File: src/rtl/ikbd_pkg.sv
// Shared types and helpers for the IKBD port 0 sequencer.
package ikbd_pkg;

  typedef enum logic {OWN_MOUSE, OWN_JOY} port_owner_e;

  // Widest accumulator the helper handles; callers pass their real width.
  localparam int ACC_WMAX = 24;

  typedef struct packed {
    logic                sat;
    logic [ACC_WMAX-1:0] sum;
  } sat_res_t;

  // Quadrature phase to {B,A}; one bit flips per step in either direction.
  function automatic logic [1:0] quad_gray(input logic [1:0] ph);
    case (ph)
      2'd0:    return 2'b00;
      2'd1:    return 2'b01;
      2'd2:    return 2'b11;
      default: return 2'b10;
    endcase
  endfunction

  // Signed add clipped symmetrically to +/-(2**(w-1)-1); sat flags a clip.
  function automatic sat_res_t sat_add(input logic [ACC_WMAX-1:0] acc,
                                       input logic [ACC_WMAX-1:0] delta,
                                       input int w);
    logic signed [ACC_WMAX:0] s, lim, nlim;
    sat_res_t r;
    s    = $signed({acc[ACC_WMAX-1], acc}) + $signed({delta[ACC_WMAX-1], delta});
    lim  = (ACC_WMAX+1)'((33'd1 << (w - 1)) - 33'd1);
    nlim = -lim;
    r.sat = 1'b0;
    r.sum = s[ACC_WMAX-1:0];
    if (s > lim) begin
      r.sat = 1'b1;
      r.sum = lim[ACC_WMAX-1:0];
    end else if (s < nlim) begin
      r.sat = 1'b1;
      r.sum = nlim[ACC_WMAX-1:0];
    end
    return r;
  endfunction

endpackage

File: src/rtl/ikbd_quad_axis.sv
// One mouse axis: saturating step accumulator feeding a quadrature phase counter.
module ikbd_quad_axis
  import ikbd_pkg::*;
#(
  parameter int ACC_W = 10
) (
  input  logic       clk,
  input  logic       res,
  input  logic       tick,
  input  logic       load_en,
  input  logic       clear,
  input  logic       run,
  input  logic [9:0] delta,
  output logic [1:0] gray,
  output logic       sat
);

  logic [ACC_W-1:0]        acc_q, acc_d, base;
  logic signed [ACC_W-1:0] acc_s;
  logic [1:0]              ph_q, ph_d;
  sat_res_t                sr;

  // Add the new delta, then step one unit toward zero; direction uses the pre-update value.
  always_comb begin
    acc_s = $signed(acc_q);
    sr    = sat_add(ACC_WMAX'(acc_s), ACC_WMAX'($signed(delta)), ACC_W);
    base  = acc_q;
    sat   = 1'b0;
    if (load_en) begin
      base = sr.sum[ACC_W-1:0];
      sat  = sr.sat;
    end
    acc_d = base;
    ph_d  = ph_q;
    if (run && tick && acc_s > 0) begin
      acc_d = base - ACC_W'(1);
      ph_d  = ph_q + 2'd1;
    end else if (run && tick && acc_s < 0) begin
      acc_d = base + ACC_W'(1);
      ph_d  = ph_q - 2'd1;
    end
    if (clear) acc_d = '0;
  end

  // Accumulator and phase state.
  always_ff @(posedge clk) begin
    if (res) begin
      acc_q <= '0;
      ph_q  <= '0;
    end else begin
      acc_q <= acc_d;
      ph_q  <= ph_d;
    end
  end

  assign gray = quad_gray(ph_q);

endmodule

File: src/rtl/ikbd_port0_sched.sv
// Port 0 owner arbitration (mouse vs joystick0) and paced mouse quadrature playout.
module ikbd_port0_sched
  import ikbd_pkg::*;
#(
  parameter int STEP_DIV = 500,
  parameter int ACC_W    = 10,
  parameter int HOLD_CYC = 200000
) (
  input  logic       clk,
  input  logic       res,
  input  logic       mouse_strobe,
  input  logic [8:0] mouse_dx,
  input  logic [8:0] mouse_dy,
  input  logic [1:0] mouse_btn,
  input  logic [5:0] joystick0,
  output logic [5:0] port0,
  output logic       mouse_active,
  output logic       acc_sat
);

  localparam int TW = (STEP_DIV > 1) ? $clog2(STEP_DIV) : 1;
  localparam int HW = $clog2(HOLD_CYC + 1);

  port_owner_e state_q, state_d;
  logic [TW-1:0] timer_q, timer_d;
  logic [HW-1:0] hold_q, hold_d;
  logic [1:0]    btn_q, btn_d;
  logic [5:0]    last_joy_q, last_joy_d;
  logic [5:0]    port0_q, port0_d;
  logic          mouse_active_q, mouse_active_d;
  logic          acc_sat_q, acc_sat_d;

  logic       tick, mouse_act, joy_act, reload;
  logic       load_en, clear_acc, run, sat_x, sat_y;
  logic [1:0] gray_x, gray_y;
  logic [9:0] delta_x, delta_y;

  // Atari Y grows downward, PS/2 Y grows upward: negate after widening.
  assign delta_x = {mouse_dx[8], mouse_dx};
  assign delta_y = -{mouse_dy[8], mouse_dy};

  // Step-slot timer and activity detection.
  always_comb begin
    tick       = (timer_q == TW'(STEP_DIV - 1));
    timer_d    = tick ? '0 : timer_q + TW'(1);
    mouse_act  = mouse_strobe && (mouse_dx != '0 || mouse_dy != '0 || mouse_btn != btn_q);
    joy_act    = (joystick0 != last_joy_q);
    btn_d      = mouse_act ? mouse_btn : btn_q;
    last_joy_d = joystick0;
  end

  // Ownership FSM; the current owner's own activity always wins over a takeover.
  always_comb begin
    state_d   = state_q;
    reload    = 1'b0;
    clear_acc = 1'b0;
    load_en   = 1'b0;
    if (state_q == OWN_MOUSE) begin
      load_en = mouse_strobe;
      if (mouse_act) begin
        reload = 1'b1;
      end else if (joy_act && hold_q == '0) begin
        state_d   = OWN_JOY;
        reload    = 1'b1;
        clear_acc = 1'b1;
      end
    end else begin
      if (joy_act) begin
        reload = 1'b1;
      end else if (mouse_act && hold_q == '0) begin
        state_d = OWN_MOUSE;
        reload  = 1'b1;
        load_en = 1'b1;
      end
    end
    hold_d = reload ? HW'(HOLD_CYC) : (hold_q != '0 ? hold_q - HW'(1) : hold_q);
    run    = (state_q == OWN_MOUSE);
  end

  ikbd_quad_axis #(.ACC_W(ACC_W)) u_axis_x (
    .clk(clk), .res(res), .tick(tick), .load_en(load_en), .clear(clear_acc),
    .run(run), .delta(delta_x), .gray(gray_x), .sat(sat_x)
  );

  ikbd_quad_axis #(.ACC_W(ACC_W)) u_axis_y (
    .clk(clk), .res(res), .tick(tick), .load_en(load_en), .clear(clear_acc),
    .run(run), .delta(delta_y), .gray(gray_y), .sat(sat_y)
  );

  // Output mux from the current owner; registered below.
  always_comb begin
    port0_d        = (state_q == OWN_MOUSE) ? {btn_q, gray_y, gray_x} : joystick0;
    mouse_active_d = (state_q == OWN_MOUSE);
    acc_sat_d      = sat_x | sat_y;
  end

  // State and output registers; last_joy samples the live input on reset.
  always_ff @(posedge clk) begin
    if (res) begin
      state_q        <= OWN_MOUSE;
      timer_q        <= '0;
      hold_q         <= '0;
      btn_q          <= '0;
      last_joy_q     <= joystick0;
      port0_q        <= '0;
      mouse_active_q <= 1'b1;
      acc_sat_q      <= 1'b0;
    end else begin
      state_q        <= state_d;
      timer_q        <= timer_d;
      hold_q         <= hold_d;
      btn_q          <= btn_d;
      last_joy_q     <= last_joy_d;
      port0_q        <= port0_d;
      mouse_active_q <= mouse_active_d;
      acc_sat_q      <= acc_sat_d;
    end
  end

  assign port0        = port0_q;
  assign mouse_active = mouse_active_q;
  assign acc_sat      = acc_sat_q;

endmodule

File: config.mk
export PLATFORM = sky130hd
export DESIGN_NAME = ikbd_port0_sched
export DESIGN_NICKNAME = d
export VERILOG_FILES = /design/src/rtl/ikbd_pkg.sv /design/src/rtl/ikbd_quad_axis.sv /design/src/rtl/ikbd_port0_sched.sv
export SDC_FILE = /design/constraint.sdc
export NUM_CORES = 1
export LEC_CHECK = 0
export ABC_AREA = 1
export BUFFER_PORTS_ARGS = -buffer_cell sky130_fd_sc_hd__clkbuf_2
export CORE_ASPECT_RATIO = 1.4
export CORE_UTILIZATION = 35
export CTS_CLUSTER_SIZE = 12
export DETAILED_ROUTE_END_ITERATION = 16
export SYNTH_ARGS = -nofsm -noshare
export SYNTH_HDL_FRONTEND = slang
export SYNTH_HIERARCHICAL = 1
export SYNTH_SLANG_ARGS = --single-unit
File: constraint.sdc
create_clock -name clk -period 4.61 [get_ports clk]
set_clock_uncertainty 0.15 [all_clocks]
set_input_delay 0 -clock clk [delete_from_list [all_inputs] [get_ports clk]]
set_output_delay 0 -clock clk [all_outputs]
set_load 0.1 [all_outputs]
==> results by stage <==
Synthesis:
- The cell area after synthesis is 0.005741 mm^2.
- The portion of synthesized area spent on multiplexers is 0.1744%.
- The instance count of the mapped netlist is 931.
- The post-synthesis cell type count is 45.
- The dominant combinational cell family by area after synthesis is simple AND/OR/NAND/NOR gates.
- Summing the areas of all compound-gate instances in the mapped netlist gives 8.784% of the synthesized area.
- The most common flop cell mapped by yosys is dfxtp_1.
- The synthesized netlist devotes 2.594% of its cell area to XOR and XNOR gates.
- Counting flops with an async set or reset pin after synthesis yields a share of 0%.
- A synthesized cell averages 6.166 um^2.
- The arithmetic-cell share of the synthesized area counting full adders, half adders and majority gates is 7.890%.
- Counting flops with a built-in enable in the synthesized netlist gives 0.
- The proportion of synthesized chip area in sequential cells is 23.71%.
- After synthesis the netlist holds a flip-flop and latch count of 68.
- The total nets after synthesis is 995.
- The largest area contributor in the netlist is dfxtp_1.
- Ranked by total cell area, the synthesized netlist is headed by dfxtp_1, nand2_1, inv_1.
- The yosys synthesis warning count is 6.
- The simple-gate share of the synthesized area is 46.14%.
- The area fraction of the dominant cell type after synthesis is 23.71%.

Worst setup path:
- Measured in cells, the most critical reg-to-reg path has a length of 19.
- The largest single stage delay on the critical path is 0.62 ns.
- The highest-delay cell along the critical path is a21oi_4.
- The most frequent cell on the critical path is nand2_1.
- The setup slack of the worst register-to-register path is 1.14 ns.
- The maximum fanout encountered on the critical timing path is 23.
- STA classifies the critical path endpoint as a flop.
- The category of the worst setup path launch point is a flop.
- The arrival time at the worst endpoint is 3.54 ns.
- The source of the worst register-to-register timing path is hold_q[0]$_SDFFE_PP0P_.
- Broken down by cell family, the worst path's largest delay share belongs to simple AND/OR/NAND/NOR gates.
- The most critical setup path has its startpoint at hold_q[0]$_SDFFE_PP0P_.
- The capturing instance or port of the critical path is u_axis_y/acc_q[6]$_SDFF_PP0_.
- The required time of the worst setup path is 4.68 ns.
- The critical path goes through inv_1, ha_1, nand2_1, nor2_1, nand3_2, nor2_1, nand2_1, a21oi_4, mux2i_1, nand2_2, inv_1, ha_1, inv_1, nor3_2, nand3_1, nand2_1, nand2_1, nand2_1, nor2_1.
- In this run the number of cells on the critical path is 19.
- The capture point of the worst reg-to-reg path is u_axis_y/acc_q[6]$_SDFF_PP0_.
- The critical path is of the reg -> reg type.
- Together, buffers and inverters on the worst path number 3.

Worst hold path:
- The type of the worst min-delay path is in -> reg.
- The startpoint of the most critical hold path is mouse_dx[2].

GRT:
- The number of antenna violations at the first check in global routing came to 0.
- The global router's overall resource usage is 17.29%.
- The first global-routing pass estimated 23530 um of wire.
- Entering global routing, the biggest net connects 24 pins.
- The via count of the first global-routing pass is 5314.
- Summed over all layers, the global routing overflow is 0.

Floorplanning:
- In this run the horizontal extent of the chip is 110.2 um.
- The effective utilization at floorplan is 35.65%.
- The number of placement rows is 55.
- The area of the die is 0.01692 mm^2.
- During I/O placement, the number of pins put on the boundary was 37.
- The core region is 0.01610 mm^2.
- In this run the vertical extent of the chip is 153.5 um.

CTS:
- The later-pin clock latency in the skew report is 0.33 ns.
- The buffer depth of the longest clock path is 2.
- The tree built by TritonCTS fans out to 68 sinks.
- The quantity of gates resized following cts is 0.
- The tree is rooted in a clkbuf_16.
- The post-CTS repair timing setup buffer count is 0.
- The H-tree was split into 3 levels.
- The number of clock buffers added by TritonCTS is 9.
- The TritonCTS clock tree is yes.
- Clock-pin slew was measured on the worst setup and hold paths at 0.06 ns.

Detailed routing:
- The wire length after detailed routing is 13970 um.
- Dividing the detail-routed wire length by the instance count gives 11.78 um.
- In this run, the number of DRC markers left after iteration 0 of detailed routing was 179.
- The first TritonRoute pass finished after 5 iterations.
- The total via count after detailed routing is 5592.
- The routed via count divided by cell count is 4.719.
- The remaining number of nets flagged by the antenna check after routing is 0.
- The DRC violations left is 0.

Status:
- The flow ran to the end, and the final reports show no timing, DRC or antenna violations.

Timing:
- Setup violations remaining at the end of the flow were counted as 0.
- The shortest clock period the worst path allows after layout is 3.473 ns.
- For the final routed database, the setup TNS stands at 0 ns.
- The number of failing hold endpoints at the final stage is 0.
- The worst path uses 75.34% of the clock period.
- Setup repair after global routing left no endpoint under its margin.
- The relative max-transition margin is 51.28%.
- The final max-slew violation count came to 0.
- The transition time at the pin with the least slew margin is 0.7282 ns.
- The maximum clock frequency is 0.2879 GHz.

Placed design:
- The number of placed instances, taps included, is 1159.
- The count of buffers added on input and output ports is 36.
- The estimated wirelength of the detail-placed design is 11320 um.
- The congestion estimate from routability-driven global placement came to 0.8709.

Cells and area:
- The most frequent standard cell in the layout excluding fill and tap cells is nand2_1.
- Summing all flip-flop and latch instances after layout gives 0.001361 mm^2.
- The library cells used most frequently in the layout, excluding fill and tap cells, are nand2_1, inv_1, nor2_1.
- The area growth from synthesis to layout is 13.32%.
- The final non-filler cell total is 1185.
- The total of fill cells in the finished design is 1765.
- The total inserted antenna cells is 0.
- In the final layout, the multi-input gates occupy 0.003776 mm^2.
- After the last flow step, the layout net total stands at 1045.
- Of the cells placed in the final design, the portion with a size suffix greater than 1 is 15.82%.

Flow run:
- The max-cap violation count is 0.

Power:
- For this design the ratio of total power to cell area is 404.2 mW/mm^2.
- Summed over all cells, the static leakage comes to 3.440 nW.
- VDD sags by at most 0.2691 mV.
- The total chip power is 2.629 mW.
-- tightest hold or removal path: stages --
cell      delay (ns)
clkbuf_2        0.09
nor2_1          0.04
o21ai_0         0.07
nor2_1          0.06
nand2_1         0.06
nand2_1         0.08
a21oi_1         0.15
-- area by class of cell --
type / count / area share [%]
clock buffer: 9 / 3.462
timing repair buffer: 48 / 4.539
multi-input combinational: 709 / 58.05
tap: 199 / 3.828
sequential: 68 / 20.93
clock inverter: 7 / 0.7886
inverter: 145 / 8.405
-- worst min path at each step --
stage / slack [ns] / cells past startpoint / to
finish: 0.12 / 7 / btn_q[0]$_SDFFE_PP0P_
floorplan: -0.12 / 0 / last_joy_q[0]$_DFF_P_
global placement: -0.01 / 1 / last_joy_q[4]$_DFF_P_
CTS: 0.13 / 5 / u_axis_y/acc_q[0]$_SDFF_PP0_
global route: 0.18 / 5 / u_axis_y/acc_q[0]$_SDFF_PP0_
detailed placement: -0.01 / 1 / last_joy_q[2]$_DFF_P_
-- sequential cells by signal (all words and copies together) (netlist names) --
signal	flops
hold_q	18
u_axis_x/ph_q	2
state_q	1
u_axis_y/ph_q	2
u_axis_y/acc_q	10
u_axis_x/acc_q	10
acc_sat	1
last_joy_q	6
port0	6
btn_q	2
mouse_active	1
timer_q	9
-- through the flow --
stage | utilization (%) | cell area (um^2) | setup slack [ns] | hold WS [ns]
2_1_floorplan | - | 5741 | 1.264 | -0.1223
3_3_place_gp | 38.06 | 6128 | 0.9389 | -0.01162
3_5_place_dp | 38.06 | 6128 | 0.8514 | -0.01212
4_1_cts | 40.40 | 6505 | 1.138 | 0.1293
5_1_grt | 40.40 | 6505 | 0.7234 | 0.1840
6_report | 40.40 | 6505 | 1.137 | 0.1192
-- report_power, final --
| group | internal, mW | leakage [nW] | switching (mW) |
|---|---|---|---|
| logic | 0.433 | 2.75 | 0.826 |
| registers | 0.658 | 0.560 | 0.0733 |
| clock network | 0.366 | 0.132 | 0.274 |
-- timing repair --
action	CTS	global route
setup endpoints to repair	0	0
hold buffers	10	0
hold endpoints to repair	20	0
-- cell families (layout without fill, tap and decap cells) --
logic type                 after synthesis  in the layout
AOI/OAI and AO/OA                       89             89
xor gates and xnor gates                17             17
adders and majority gates               35             35
buffers and inverters                  154            209
DFF                                     68             68
muxes                                    1              1
and+or+nand+nor                        567            567
-- cell usage after synthesis, types with 2 or more instances --
cell type  number
nand2_1       253
inv_1         137
nor2_1        117
nand3_1        80
dfxtp_1        68
a21oi_1        41
ha_1           33
o21ai_0        26
nand2_2        25
nor2_2         25
nand4_1        14
nand2_4        13
nor3_1         11
nand3_2         9
xor2_1          9
xnor2_1         8
inv_2           7
or2_2           7
o21ai_1         6
o21ai_2         4
a21oi_2         3
a211oi_1        2
a21boi_0        2
buf_2           2
buf_4           2
clkbuf_1        2
fa_1            2
nand3_4         2
nand3b_1        2
nor2_4          2
nor4_1          2
o21bai_1        2
-- per-layer routing --
metal	track usage, %	vias up	share of wire, %
met2	33.07	79	54
met4	5.514	0	1.6
met3	1.780	17	2.6
met5	0	-	0
li1	-	3034	-
met1	19.34	2462	42
Note: power is estimated with default switching activity, not from simulation.
